==> src/rtl/mem_port_arbiter_if.sv <==
// Request/response and memory-side bundle shared by the fetch/data arbiter.
// The slave view belongs to the arbiter; the master view to requesters plus memory.
interface mem_port_arbiter_if #(
    parameter int unsigned ADDR_W = 16,
    parameter int unsigned DATA_W = 32
);
    logic              IF_REQ;
    logic [ADDR_W-1:0] IF_ADDR;
    logic              IF_GNT;
    logic              IF_RVALID;
    logic [DATA_W-1:0] IF_RDATA;

    logic              DM_REQ;
    logic              DM_WE;
    logic [ADDR_W-1:0] DM_ADDR;
    logic [DATA_W-1:0] DM_WDATA;
    logic [1:0]        DM_SIZE;
    logic              DM_GNT;
    logic              DM_RVALID;
    logic [DATA_W-1:0] DM_RDATA;

    logic              MEM_EN;
    logic              MEM_WE;
    logic [ADDR_W-1:0] MEM_ADDR;
    logic [DATA_W-1:0] MEM_WDATA;
    logic [1:0]        MEM_SIZE;
    logic [DATA_W-1:0] MEM_RDATA;

    logic              BUSY;

    modport slave (
        input  IF_REQ, IF_ADDR,
        input  DM_REQ, DM_WE, DM_ADDR, DM_WDATA, DM_SIZE,
        input  MEM_RDATA,
        output IF_GNT, IF_RVALID, IF_RDATA,
        output DM_GNT, DM_RVALID, DM_RDATA,
        output MEM_EN, MEM_WE, MEM_ADDR, MEM_WDATA, MEM_SIZE,
        output BUSY
    );

    modport master (
        output IF_REQ, IF_ADDR,
        output DM_REQ, DM_WE, DM_ADDR, DM_WDATA, DM_SIZE,
        output MEM_RDATA,
        input  IF_GNT, IF_RVALID, IF_RDATA,
        input  DM_GNT, DM_RVALID, DM_RDATA,
        input  MEM_EN, MEM_WE, MEM_ADDR, MEM_WDATA, MEM_SIZE,
        input  BUSY
    );
endinterface

==> src/rtl/mem_port_arbiter.sv <==
// Single-outstanding arbiter sharing one fixed-latency memory port between fetch and data.
// Data wins by default; a saturating starvation count hands the port to a waiting fetch.
module mem_port_arbiter #(
    parameter int unsigned ADDR_W     = 16,
    parameter int unsigned DATA_W     = 32,
    parameter int unsigned MEM_LAT    = 2,
    parameter int unsigned STARVE_MAX = 4
) (
    input  logic               CLK,
    input  logic               RST_N,
    mem_port_arbiter_if.slave  bus
);
    localparam int unsigned CNT_W = (MEM_LAT > 1) ? $clog2(MEM_LAT) : 1;
    localparam int unsigned STV_W = $clog2(STARVE_MAX + 1);
    localparam logic [CNT_W-1:0] CNT_LOAD = CNT_W'(MEM_LAT - 1);
    localparam logic [STV_W-1:0] STV_SAT  = STV_W'(STARVE_MAX);

    typedef enum logic [1:0] {IDLE, WAIT, RESP} state_t;

    state_t            state_q, state_d;
    logic [CNT_W-1:0]  cnt_q, cnt_d;
    logic [STV_W-1:0]  starve_q, starve_d;
    logic              owner_dm_q, owner_dm_d;
    logic              gnt_if_c, gnt_dm_c, capture_c;

    logic [ADDR_W-1:0] addr_q;
    logic [DATA_W-1:0] wdata_q;
    logic [1:0]        size_q;
    logic              we_q;
    logic [ADDR_W-1:0] mem_addr_c;
    logic [DATA_W-1:0] mem_wdata_c;
    logic [1:0]        mem_size_c;
    logic              mem_we_c;

    logic [DATA_W-1:0] if_rdata_q, dm_rdata_q;
    logic              if_rvalid_q, dm_rvalid_q;

    // RESP arbitrates exactly like IDLE so a new grant can overlap the response pulse
    always_comb begin
        state_d    = state_q;
        cnt_d      = cnt_q;
        starve_d   = starve_q;
        owner_dm_d = owner_dm_q;
        gnt_if_c   = 1'b0;
        gnt_dm_c   = 1'b0;
        capture_c  = 1'b0;

        case (state_q)
            WAIT: begin
                if (cnt_q == '0) begin
                    capture_c = 1'b1;
                    state_d   = RESP;
                end else begin
                    cnt_d = cnt_q - CNT_W'(1);
                end
            end
            default: begin
                state_d = IDLE;
                if (RST_N && bus.DM_REQ && ((starve_q < STV_SAT) || !bus.IF_REQ)) begin
                    gnt_dm_c = 1'b1;
                end else if (RST_N && bus.IF_REQ) begin
                    gnt_if_c = 1'b1;
                end
                if (gnt_dm_c || gnt_if_c) begin
                    state_d    = WAIT;
                    cnt_d      = CNT_LOAD;
                    owner_dm_d = gnt_dm_c;
                end
            end
        endcase

        if (!bus.IF_REQ || gnt_if_c) begin
            starve_d = '0;
        end else if (gnt_dm_c && (starve_q != STV_SAT)) begin
            starve_d = starve_q + STV_W'(1);
        end
    end

    // Memory bus follows the granted requester, otherwise replays the last issue
    always_comb begin
        mem_addr_c  = addr_q;
        mem_wdata_c = wdata_q;
        mem_size_c  = size_q;
        mem_we_c    = we_q;
        if (gnt_dm_c) begin
            mem_addr_c  = bus.DM_ADDR;
            mem_wdata_c = bus.DM_WDATA;
            mem_size_c  = bus.DM_SIZE;
            mem_we_c    = bus.DM_WE;
        end else if (gnt_if_c) begin
            mem_addr_c  = bus.IF_ADDR;
            mem_size_c  = 2'd2;
            mem_we_c    = 1'b0;
        end
    end

    always_ff @(posedge CLK or negedge RST_N) begin
        if (!RST_N) begin
            state_q    <= IDLE;
            cnt_q      <= '0;
            starve_q   <= '0;
            owner_dm_q <= 1'b0;
        end else begin
            state_q    <= state_d;
            cnt_q      <= cnt_d;
            starve_q   <= starve_d;
            owner_dm_q <= owner_dm_d;
        end
    end

    always_ff @(posedge CLK or negedge RST_N) begin
        if (!RST_N) begin
            addr_q  <= '0;
            wdata_q <= '0;
            size_q  <= '0;
            we_q    <= 1'b0;
        end else if (gnt_dm_c || gnt_if_c) begin
            addr_q  <= mem_addr_c;
            wdata_q <= mem_wdata_c;
            size_q  <= mem_size_c;
            we_q    <= mem_we_c;
        end
    end

    // Response capture: only the owner's data register moves
    always_ff @(posedge CLK or negedge RST_N) begin
        if (!RST_N) begin
            if_rdata_q  <= '0;
            dm_rdata_q  <= '0;
            if_rvalid_q <= 1'b0;
            dm_rvalid_q <= 1'b0;
        end else begin
            if_rvalid_q <= capture_c && !owner_dm_q;
            dm_rvalid_q <= capture_c && owner_dm_q;
            if (capture_c && owner_dm_q)  dm_rdata_q <= bus.MEM_RDATA;
            if (capture_c && !owner_dm_q) if_rdata_q <= bus.MEM_RDATA;
        end
    end

    assign bus.IF_GNT    = gnt_if_c;
    assign bus.DM_GNT    = gnt_dm_c;
    assign bus.MEM_EN    = gnt_if_c | gnt_dm_c;
    assign bus.MEM_ADDR  = mem_addr_c;
    assign bus.MEM_WDATA = mem_wdata_c;
    assign bus.MEM_SIZE  = mem_size_c;
    assign bus.MEM_WE    = mem_we_c;
    assign bus.IF_RDATA  = if_rdata_q;
    assign bus.DM_RDATA  = dm_rdata_q;
    assign bus.IF_RVALID = if_rvalid_q;
    assign bus.DM_RVALID = dm_rvalid_q;
    assign bus.BUSY      = (state_q != IDLE);
endmodule

==> src/flat_wrapper.sv <==
// flat-port wrapper written by rule: the top's interface ports become plain ports
module mem_port_arbiter_flat 
#(
    parameter int unsigned ADDR_W     = 16,
    parameter int unsigned DATA_W     = 32,
    parameter int unsigned MEM_LAT    = 2,
    parameter int unsigned STARVE_MAX = 4
)
  (CLK, RST_N, bus_IF_REQ, bus_IF_ADDR, bus_DM_REQ, bus_DM_WE, bus_DM_ADDR, bus_DM_WDATA, bus_DM_SIZE, bus_MEM_RDATA, bus_IF_GNT, bus_IF_RVALID, bus_IF_RDATA, bus_DM_GNT, bus_DM_RVALID, bus_DM_RDATA, bus_MEM_EN, bus_MEM_WE, bus_MEM_ADDR, bus_MEM_WDATA, bus_MEM_SIZE, bus_BUSY);
  mem_port_arbiter_if #(.ADDR_W(ADDR_W), .DATA_W(DATA_W)) bus_i ();
  input  logic CLK;
  input  logic RST_N;
  input wire logic [$bits(bus_i.IF_REQ)-1:0] bus_IF_REQ;
  input wire logic [$bits(bus_i.IF_ADDR)-1:0] bus_IF_ADDR;
  input wire logic [$bits(bus_i.DM_REQ)-1:0] bus_DM_REQ;
  input wire logic [$bits(bus_i.DM_WE)-1:0] bus_DM_WE;
  input wire logic [$bits(bus_i.DM_ADDR)-1:0] bus_DM_ADDR;
  input wire logic [$bits(bus_i.DM_WDATA)-1:0] bus_DM_WDATA;
  input wire logic [$bits(bus_i.DM_SIZE)-1:0] bus_DM_SIZE;
  input wire logic [$bits(bus_i.MEM_RDATA)-1:0] bus_MEM_RDATA;
  output wire logic [$bits(bus_i.IF_GNT)-1:0] bus_IF_GNT;
  output wire logic [$bits(bus_i.IF_RVALID)-1:0] bus_IF_RVALID;
  output wire logic [$bits(bus_i.IF_RDATA)-1:0] bus_IF_RDATA;
  output wire logic [$bits(bus_i.DM_GNT)-1:0] bus_DM_GNT;
  output wire logic [$bits(bus_i.DM_RVALID)-1:0] bus_DM_RVALID;
  output wire logic [$bits(bus_i.DM_RDATA)-1:0] bus_DM_RDATA;
  output wire logic [$bits(bus_i.MEM_EN)-1:0] bus_MEM_EN;
  output wire logic [$bits(bus_i.MEM_WE)-1:0] bus_MEM_WE;
  output wire logic [$bits(bus_i.MEM_ADDR)-1:0] bus_MEM_ADDR;
  output wire logic [$bits(bus_i.MEM_WDATA)-1:0] bus_MEM_WDATA;
  output wire logic [$bits(bus_i.MEM_SIZE)-1:0] bus_MEM_SIZE;
  output wire logic [$bits(bus_i.BUSY)-1:0] bus_BUSY;
  assign bus_i.IF_REQ = bus_IF_REQ;
  assign bus_i.IF_ADDR = bus_IF_ADDR;
  assign bus_i.DM_REQ = bus_DM_REQ;
  assign bus_i.DM_WE = bus_DM_WE;
  assign bus_i.DM_ADDR = bus_DM_ADDR;
  assign bus_i.DM_WDATA = bus_DM_WDATA;
  assign bus_i.DM_SIZE = bus_DM_SIZE;
  assign bus_i.MEM_RDATA = bus_MEM_RDATA;
  assign bus_IF_GNT = bus_i.IF_GNT;
  assign bus_IF_RVALID = bus_i.IF_RVALID;
  assign bus_IF_RDATA = bus_i.IF_RDATA;
  assign bus_DM_GNT = bus_i.DM_GNT;
  assign bus_DM_RVALID = bus_i.DM_RVALID;
  assign bus_DM_RDATA = bus_i.DM_RDATA;
  assign bus_MEM_EN = bus_i.MEM_EN;
  assign bus_MEM_WE = bus_i.MEM_WE;
  assign bus_MEM_ADDR = bus_i.MEM_ADDR;
  assign bus_MEM_WDATA = bus_i.MEM_WDATA;
  assign bus_MEM_SIZE = bus_i.MEM_SIZE;
  assign bus_BUSY = bus_i.BUSY;
  mem_port_arbiter #(.ADDR_W(ADDR_W), .DATA_W(DATA_W), .MEM_LAT(MEM_LAT), .STARVE_MAX(STARVE_MAX)) u_core (.CLK(CLK), .RST_N(RST_N), .bus(bus_i));
endmodule
==> config.mk <==
export PLATFORM = sky130hd
export DESIGN_NAME = mem_port_arbiter_flat
export DESIGN_NICKNAME = d
export VERILOG_FILES = /design/src/rtl/mem_port_arbiter_if.sv /design/src/rtl/mem_port_arbiter.sv /design/src/flat_wrapper.sv
export SDC_FILE = /design/constraint.sdc
export NUM_CORES = 1
export LEC_CHECK = 0
export ABC_AREA = 1
export CAP_MARGIN = 5
export CORE_MARGIN = 8
export CORE_UTILIZATION = 46
export CTS_CLUSTER_SIZE = 14
export DETAILED_ROUTE_END_ITERATION = 10
export GPL_TIMING_DRIVEN = 0
export MAX_ROUTING_LAYER = met4
export PLACE_DENSITY = 0.86
export SETUP_SLACK_MARGIN = 0.15
export SKIP_CTS_REPAIR_TIMING = 1
export SLEW_MARGIN = 20
export SYNTH_ARGS = -nofsm -noshare
export SYNTH_HDL_FRONTEND = slang
export SYNTH_SLANG_ARGS = --single-unit
==> constraint.sdc <==
create_clock -name CLK -period 2 [get_ports CLK]
set_input_delay 0.3 -clock CLK [delete_from_list [all_inputs] [get_ports CLK]]
set_output_delay 0.3 -clock CLK [all_outputs]
set_load 0.01 [all_outputs]
======== Yosys cells after proc, flatten, opt, wreduce, memory -nomap -nowiden ========
Index checks and enable logic that the tools add are counted.
storage, ports and cells
  flip-flop bits (word level) ............. 124
  logic and storage cells ................. 60
operators by class
  $add $sub $neg .......................... 2
  magnitude comparators ................... 1
  eq/ne operators ......................... 3
  muxes and demuxes ....................... 24
  bitwise operators ....................... 2
  reduce and logical (&&, ||, !) cells .... 16
operators with widths
  kind                                                                    count
  16-bit 2-to-1 mux                                                       2
  32-bit 2-to-1 mux                                                       1
  1-bit 2-to-1 mux                                                        15
  2-bit 2-to-1 mux                                                        4
  1-bit logical AND                                                       6
  3-bit 2-to-1 mux                                                        2
  2-bit nonzero test                                                      3
  1-bit logical OR                                                        4
  3-bit by 1-bit adder with 3-bit output (second input constant)          1
  3-bit less-than comparator (second input constant)                      1
  3-bit inequality test (second input constant)                           1
  2-bit by 1-bit equality test with 1-bit output (second input constant)  1
  1-bit logical NOT                                                       2
  2-bit inequality test (second input constant)                           1
  2-bit AND reduction                                                     1
  1-bit inverter                                                          1
  1-bit bitwise OR                                                        1
  1-bit subtractor (second input constant)                                1

======== Longest topological paths before layout ========
Gate-level depths: netlist (run 1).
  word-level depth ........................ 9
  gate-level depth with buffers ........... 8
  mapped depth without buffers ............ 7

======== Worst setup path after synthesis (run 1) ========
OpenSTA, ideal clock, no wires.
  path type ............................... register to output
  start ................................... register u_core.starve_q[2]
  end ..................................... output bus_MEM_WDATA[22]
  arrival time ............................ 1,146 ps
  required time ........................... 1,700 ps
  path slack .............................. 554 ps
  stages on the path, launching flop included .. 9
  cell sequence ........................... dfrtp_1 -> nand2_1 -> inv_2 -> nor2_8 -> nand2_4 -> inv_2 -> buf_4 -> nand2_1 -> nand2_1
on the way
  word-level cells in the longest chain between the ends .. 7
ends and longest elaborated chain
  what                            RTL line                 text
  start: declaration              mem_port_arbiter.sv:22   logic [STV_W-1:0] starve_q, starve_d;
  start signal: assignment        mem_port_arbiter.sv:106  starve_q <= starve_d;
  3-bit less-than comparator      mem_port_arbiter.sv:59   if (RST_N && bus.DM_REQ && ((starve_q < STV_SAT) || !bus.IF_REQ)) begin
  1-bit logical OR                mem_port_arbiter.sv:59
  1-bit logical AND               mem_port_arbiter.sv:59
  1-bit 2-to-1 mux                mem_port_arbiter.sv:59
  1-bit 2-to-1 mux (2 in series)  mem_port_arbiter.sv:48   case (state_q)
  named net bus_DM_GNT            flat_wrapper.sv:24       output wire logic [$bits(bus_i.DM_GNT)-1:0] bus_DM_GNT;
  32-bit 2-to-1 mux               mem_port_arbiter.sv:85   if (gnt_dm_c) begin
  end: declaration                flat_wrapper.sv:30       output wire logic [$bits(bus_i.MEM_WDATA)-1:0] bus_MEM_WDATA;
The timed path passes the listed nets, and every way through them passes these cells. The select of a mux whose other input is x is not followed.

======== Worst setup path after layout (run 1) ========
  start ................................... register u_core.starve_q[2]
  end ..................................... output bus_MEM_ADDR[6]
on the way
  word-level cells in the longest chain between the ends .. 8
ends and longest elaborated chain
  what                            RTL line                text
  3-bit less-than comparator (*)  mem_port_arbiter.sv:59
  1-bit logical OR (*)            mem_port_arbiter.sv:59
  1-bit logical AND (*)           mem_port_arbiter.sv:59
  1-bit 2-to-1 mux                mem_port_arbiter.sv:59
  1-bit 2-to-1 mux (2 in series)  mem_port_arbiter.sv:48
  16-bit 2-to-1 mux               mem_port_arbiter.sv:90  end else if (gnt_if_c) begin
  16-bit 2-to-1 mux (*)           mem_port_arbiter.sv:85
  end: declaration                flat_wrapper.sv:29      output wire logic [$bits(bus_i.MEM_ADDR)-1:0] bus_MEM_ADDR;
Every way passes the cells marked *; elsewhere a longest branch is shown, timed or not. The select of a mux whose other input is x is not followed.

==> results of run 1 <==
-- registers in the layout, indices dropped and copies added, names as in the netlist, 2 cells and up --
signal,flops
u_core.addr_q,16
u_core.bus.DM_RDATA,32
u_core.bus.IF_RDATA,32
u_core.size_q,2
u_core.starve_q,3
u_core.state_q,2
u_core.wdata_q,32
-- power by group through the flow --
stage	combinational [mW]	clock [mW]	sequential (mW)
after detailed placement	6.25	0	4.32
after CTS	6.33	3.20	4.31
after global placement	6.07	0	4.26
after global routing	7.54	3.33	4.49
final	7.03	3.18	4.37
after floorplan	2.56	0	4.53
-- worst max-delay path, delay by kind of cell, from the launching register on --
family,cells,cell delay [ns]
buffers and inverters,4,0.52
AND/OR/NAND/NOR,5,0.53
flip-flops,1,0.38
-- cell usage in the layout, fill, tap and decap left out, types with 18 or more instances in the layout --
cell type	Yosys	routed
nand3_1	32	20
buf_6	14	57
o21ai_1	19	19
o21ai_0	18	18
nand2_2	2	46
inv_1	44	43
nand2_4	2	30
o21ai_2	30	30
dfrtp_1	124	123
clkdlybuf4s50_1	0	166
clkbuf_16	0	23
nand2_1	261	186
-- cells by family (layout without fill, tap and decap cells) --
group	count (synthesis)	count (layout)	share of synthesized area (%)
flops	124	124	59.1
fa+ha+maj	2	2	0.477
compound gates	68	68	8.63
simple gates	312	313	24.3
buf+inv	71	364	7.49
-- per-layer routing --
layer / up-vias / global-route usage, % / routed length (um)
li1: 2376 / - / -
met1: 2545 / 24.8 / 7140
met2: 259 / 36.7 / 10100
met3: 35 / 6.39 / 1590
met4: 0 / 7.31 / 368
met5: - / - / 0
-- cell type report --
class	instances	share of cell area [%]
Tap cell	143	1.92
Clock inverter	12	1.76
Clock buffer	20	4.90
Multi-Input combinational cell	383	23.6
Inverter	46	2.01
Timing Repair inverter	1	0.175
Sequential cell	124	33.3
Timing Repair Buffer	260	29.2
Buffer	25	3.14
-- how the worst min path moves through the flow --
stage | slack (ns) | to | cells past startpoint
2_1_floorplan | 0.004 | u_core.addr_q[0]$_DFFE_PN0P_ | 0
3_3_place_gp | 0.46 | u_core.wdata_q[13]$_DFFE_PN0P_ | 2
3_5_place_dp | 0.29 | u_core.bus.IF_RDATA[27]$_DFFE_PN0P_ | 1
4_1_cts | -0.15 | u_core.bus.IF_RDATA[25]$_DFFE_PN0P_ | 1
5_1_grt | 0.30 | u_core.starve_q[2]$_DFFE_PN0P_ | 3
6_report | 0.30 | u_core.starve_q[1]$_DFFE_PN0P_ | 5
-- per-stage QoR --
step | instances | hold WS (ns) | worst slack [ns] | utilization, %
detailed placement | 944 | 0.290 | -1.01 | 68.2
global placement | 943 | 0.457 | -5.12 | 67.9
floorplan | 577 | 0.00441 | 0.554 | -
global route | 1014 | 0.297 | -0.207 | 82.7
finish | 1014 | 0.297 | -0.134 | 82.7
CTS | 976 | -0.146 | -1.04 | 73.7
==> metrics.yaml, run 1 <==
routing:
  routed_wl_um: 19200
  drc: 0
  drt-initial-drc-count: 396
  num_vias: 5215
  wl_per_cell_um: 18.9
  viasPerCell: 5.14
  postRouteAntennaNets: 0
  drt_first_pass_iters: 5
yosys:
  synth_top_area_cell: "dfrtp_1"
  yosys_register_bits: 124
  ys_warn_count: 0
  synth.most_common_cell: "nand2_1"
  yosys.area.top_type_share_pct: 59.1
  syn_avg_cell_area_um2: 9.09
  synth_flop_cell: "dfrtp_1"
  syn_inst: 577
  ys_top_cells_by_count: "261 x nand2_1, 124 x dfrtp_1, 44 x inv_1"
  yosysUniqueCellTypes: 21
  synth_edf_count: 0
  seq_area_frac_synth_pct: 59.1
  synthArstFlopShare_pct: 100
  synthTopCellsByArea: "dfrtp_1 59%, nand2_1 19%, o21ai_2 5.0%"
  synthesis.area_um2: 5250
  synth_nets: 682
pwr:
  switching_power_mw: 5.30
  power_density_nw_per_um2: 1570
  leakagePower_nw: 4.88
  p_comb_share_pct: 48.2
  design_power_total_mw: 14.6
  peakVddDrop_mv: 1.01
  p_sw_share_pct: 36.3
  seq_power_share_pct: 30.0
  p_int_mw: 9.29
  p_clk_share_pct: 21.8
finish:
  register_area_um2: 3100
  nets: 963
  multi_input_area_um2: 2200
  final_area_um2: 9320
  drive_gt1_share_pct: 31.2
  area_growth_pct: 77.7
  diodes: 0
  num-fill-cells: 644
placed_design:
  port_buffers: 223
  place_area_um2: 7690
  hpwlAfterDp_um: 11800
  gp_congestion: 0.842
clock_network:
  cts_htree_levels: 4
  clock_path_buffers: 2
  cts.sinks: 124
  clk_pin_slew_ns: 0.05
  cts_tree: "yes"
  clk_latency_ns: 0.41
  cts_root_buf: "clkbuf_16"
  numCtsBuffers: 17
worst_setup_path:
  worstPathArrival_ns: 1.83
  r2r_cells: 9
  slowest_stage: "dfrtp_1"
  crit_top_cell: "buf_6"
  worstSetupStartpointType: "register"
  critPathLaunch: "u_core.starve_q[2]$_DFFE_PN0P_"
  r2r_end: "u_core.addr_q[2]$_DFFE_PN0P_"
  worstPathRequired_ns: 1.70
  slowest_delay_ns: 0.38
  endpoint_kind: "output port"
  path_max_fanout: 6
  worst-setup-path-type: "reg -> out"
  endpoint: "bus_MEM_ADDR[6]"
  worstPathCellList: "nand2_2, inv_4, nor2_8, buf_6, nor2_4, buf_6, nand2_4, nand3_2, buf_6"
  rr_startpoint: "u_core.starve_q[2]$_DFFE_PN0P_"
  r2r_setup_slack_ns: 0.50
timing:
  slew_violations: 0
  period_share_pct: 107
  tightest_slew_ns: 0.769
  fmax_mhz: 469
  min_period_ns: 2.13
  rsz0062_at_grt: "yes"
  fin_skew_ns: 0.00948
  worst_slack_ns: -0.134
  hold_viol: 0
  max_slew_margin_pct: 48.5
  setup_violations: 45
  fin_tns_setup_ns: -2.23
floorplan:
  die_w_um: 123
  dieHeight_um: 123
  initial_core_util_pct: 46.5
  die_area_um2: 15100
  rows: 39
  core_area_um2: 11300
  ios: 224
grt:
  grt_max_degree: 73
  grt_pass1_vias: 5062
  grt_pass1_wl_um: 25100
  antenna_found_initial: 0
  track_usage_pct: 22.0
  overflow: 0
run_status:
  status: "finished with violations"
  violations: "setup timing"
run:
  drv_cap: 0
min_path:
  hp-start: "bus_IF_REQ"
  hold_class: "in -> reg"
Power figures use the tool's default switching activity.
==> inputs of run 2 (changes only) <==
--- a/config.mk
+++ b/config.mk
@@ -7,13 +7,16 @@
 export LEC_CHECK = 0
 export ABC_AREA = 1
 export CAP_MARGIN = 5
+export CELL_PAD_IN_SITES_DETAIL_PLACEMENT = 1
+export CELL_PAD_IN_SITES_GLOBAL_PLACEMENT = 1
 export CORE_MARGIN = 8
-export CORE_UTILIZATION = 46
+export CORE_UTILIZATION = 33
 export CTS_CLUSTER_SIZE = 14
 export DETAILED_ROUTE_END_ITERATION = 10
 export GPL_TIMING_DRIVEN = 0
 export MAX_ROUTING_LAYER = met4
-export PLACE_DENSITY = 0.86
+export PLACE_DENSITY_LB_ADDON = 0.1
+export REMOVE_ABC_BUFFERS = 1
 export SETUP_SLACK_MARGIN = 0.15
 export SKIP_CTS_REPAIR_TIMING = 1
 export SLEW_MARGIN = 20
==> run 2 against run 1 <==
The flow still finishes with violations (setup timing). Core utilization down 26 points. Die area up 34%. Combinational power down 8.5%. Register-to-register slack worse by 0.16 ns. Non-clock buffer count down 30. Clock-buffer cell count up 2. Clock power down 5%. Fmax down 2.4%. Critical path depth unchanged. Design area down 5.0%. Cell count up 4.9%. Power down 5.7%. Critical path type unchanged. Critical endpoint is now bus_MEM_ADDR[7]. Largest power group unchanged.
==> metrics.yaml, run 2 (synthesis results as in run 1) <==
floorplan:
  ios: 224
  rows: 46
  core_area_um2: 15700
  initial_core_util_pct: 33.4
  die_area_um2: 20200
  die_w_um: 142
  dieHeight_um: 142
clock_network:
  cts_tree: "yes"
  numCtsBuffers: 17
  cts_htree_levels: 4
  cts.sinks: 124
  clk_latency_ns: 0.41
  cts_root_buf: "clkbuf_16"
  clock_path_buffers: 2
  clk_pin_slew_ns: 0.05
pwr:
  peakVddDrop_mv: 0.717
  design_power_total_mw: 13.8
  power_density_nw_per_um2: 1550
  leakagePower_nw: 4.59
worst_setup_path:
  path_max_fanout: 18
  slowest_delay_ns: 0.43
  worst-setup-path-type: "reg -> out"
  endpoint_kind: "output port"
  worstPathRequired_ns: 1.70
  worstPathArrival_ns: 1.89
  slowest_stage: "dfrtp_1"
  worstSetupStartpointType: "register"
  worstPathCellList: "nand2_2, inv_2, nor2_8, buf_4, nor2_4, buf_12, nand2_1, nand3_1, buf_2"
timing:
  slew_violations: 0
  period_share_pct: 109
  max_slew_margin_pct: 63.9
  hold_slack_ns: 0.324
  setup_violations: 51
  worst_slack_ns: -0.186
  tightest_slew_ns: 0.539
  min_period_ns: 2.19
  fmax_mhz: 457
  fin_skew_ns: 0.00801
  hold_viol: 0
  rsz0062_at_grt: "yes"
finish:
  diodes: 0
  final_core_util_pct: 56.3
  drive_gt1_share_pct: 24.4
  nets: 940
  area_growth_pct: 68.7
  final_common_cell: "nand2_1"
  layout_common_cells: "210 x nand2_1, 166 x clkdlybuf4s50_1, 124 x dfrtp_1"
  final_area_um2: 8850
placed_design:
  gp_congestion: 0.757
  port_buffers: 223
  dp_worst_setup_slack_ns: -1.70
  hpwlAfterDp_um: 12000
  place_area_um2: 7600
routing:
  viasPerCell: 4.59
  drt_first_pass_iters: 4
  num_vias: 4881
  wl_per_cell_um: 18.2
  drt-initial-drc-count: 151
  drc: 0
  routed_wl_um: 19400
  postRouteAntennaNets: 0
run_status:
  violations: "setup timing"
  status: "finished with violations"
grt:
  grt_pass1_vias: 5127
  track_usage_pct: 17.1
  grt_pass1_wl_um: 26200
  overflow: 0
  grt_max_degree: 97
  antenna_found_initial: 0
run:
  drv_cap: 0
min_path:
  hold_class: "in -> reg"
-- run 2: changes by cell type in the layout (fill, tap and decap cells not counted), sizes merged, moves of 2 or more --
| cell | before | now |
|---|---|---|
| buf | 101 | 67 |
| dlymetal6s2s | 5 | 13 |
| clkinv | 6 | 11 |
| dlygate4sd3 | 4 | 2 |
| nand2 | 265 | 269 |
-- run 2: where the power goes --
part           internal, mW  switching, mW  total (mW)  leakage (nW)
logic                  3.06           3.37        6.43          2.78
clock network          1.93           1.11        3.03         0.282
registers              3.73          0.559        4.29          1.53
total                  8.72           5.03        13.7          4.59
-- run 2: path summary, 6_finish.rpt --
path                                                 from                             endpoint  slack, ns  cells after the start
max                        u_core.starve_q[2]$_DFFE_PN0P_                      bus_MEM_ADDR[7]      -0.19                      9
min                                            bus_IF_REQ       u_core.starve_q[0]$_DFFE_PN0P_       0.32                      3
max reg2reg                 u_core.state_q[1]$_DFFE_PN0P_   u_core.bus.IF_RDATA[8]$_DFFE_PN0P_       0.34                      7
min reg2reg                 u_core.wdata_q[7]$_DFFE_PN0P_        u_core.wdata_q[7]$_DFFE_PN0P_       0.47                      2
max in group asynchronous                           RST_N  u_core.bus.DM_RDATA[19]$_DFFE_PN0P_       0.91                      3
min in group asynchronous                           RST_N       u_core.wdata_q[17]$_DFFE_PN0P_       0.53                      3
-- run 2: worst max-delay path: cells and delay by family, from the launching register on --
family,cells,cell delay (ns)
buffers and inverters,4,0.56
AND/OR/NAND/NOR,5,0.47
flip-flops,1,0.43
-- run 2: layout make-up --
type	count	area, um^2
fill	1757	6860
sequential	124	3100
timing repair buffer	255	2560
multi-input combinational	386	2030
clock buffer	22	474
tap	216	270
inverter	46	199
clock inverter	10	115
timing repair inverter	5	95.1
-- run 2: through the flow --
stage,instances,setup TNS (ns)
global placement,991,-1239.65
global route,1064,-7.88
floorplan,552,-6.00
finish,1064,-4.10
CTS,1025,-110.61
detailed placement,993,-132.56
-- run 2: routing by layer --
| metal | routed length, um | GRT usage (%) |
|---|---|---|
| met2 | 10200 | 28.9 |
| met4 | 583 | 7.46 |
| met1 | 7140 | 17.7 |
| met3 | 1400 | 6.07 |
| met5 | 0 | - |
==> inputs of run 3 (changes only) <==
--- a/config.mk
+++ b/config.mk
@@ -23,3 +23,4 @@
 export SYNTH_ARGS = -nofsm -noshare
 export SYNTH_HDL_FRONTEND = slang
 export SYNTH_SLANG_ARGS = --single-unit
+export TNS_END_PERCENT = 50
==> results of run 3 <==
No change in the layout: final DEF, timing and power equal those of run 2.
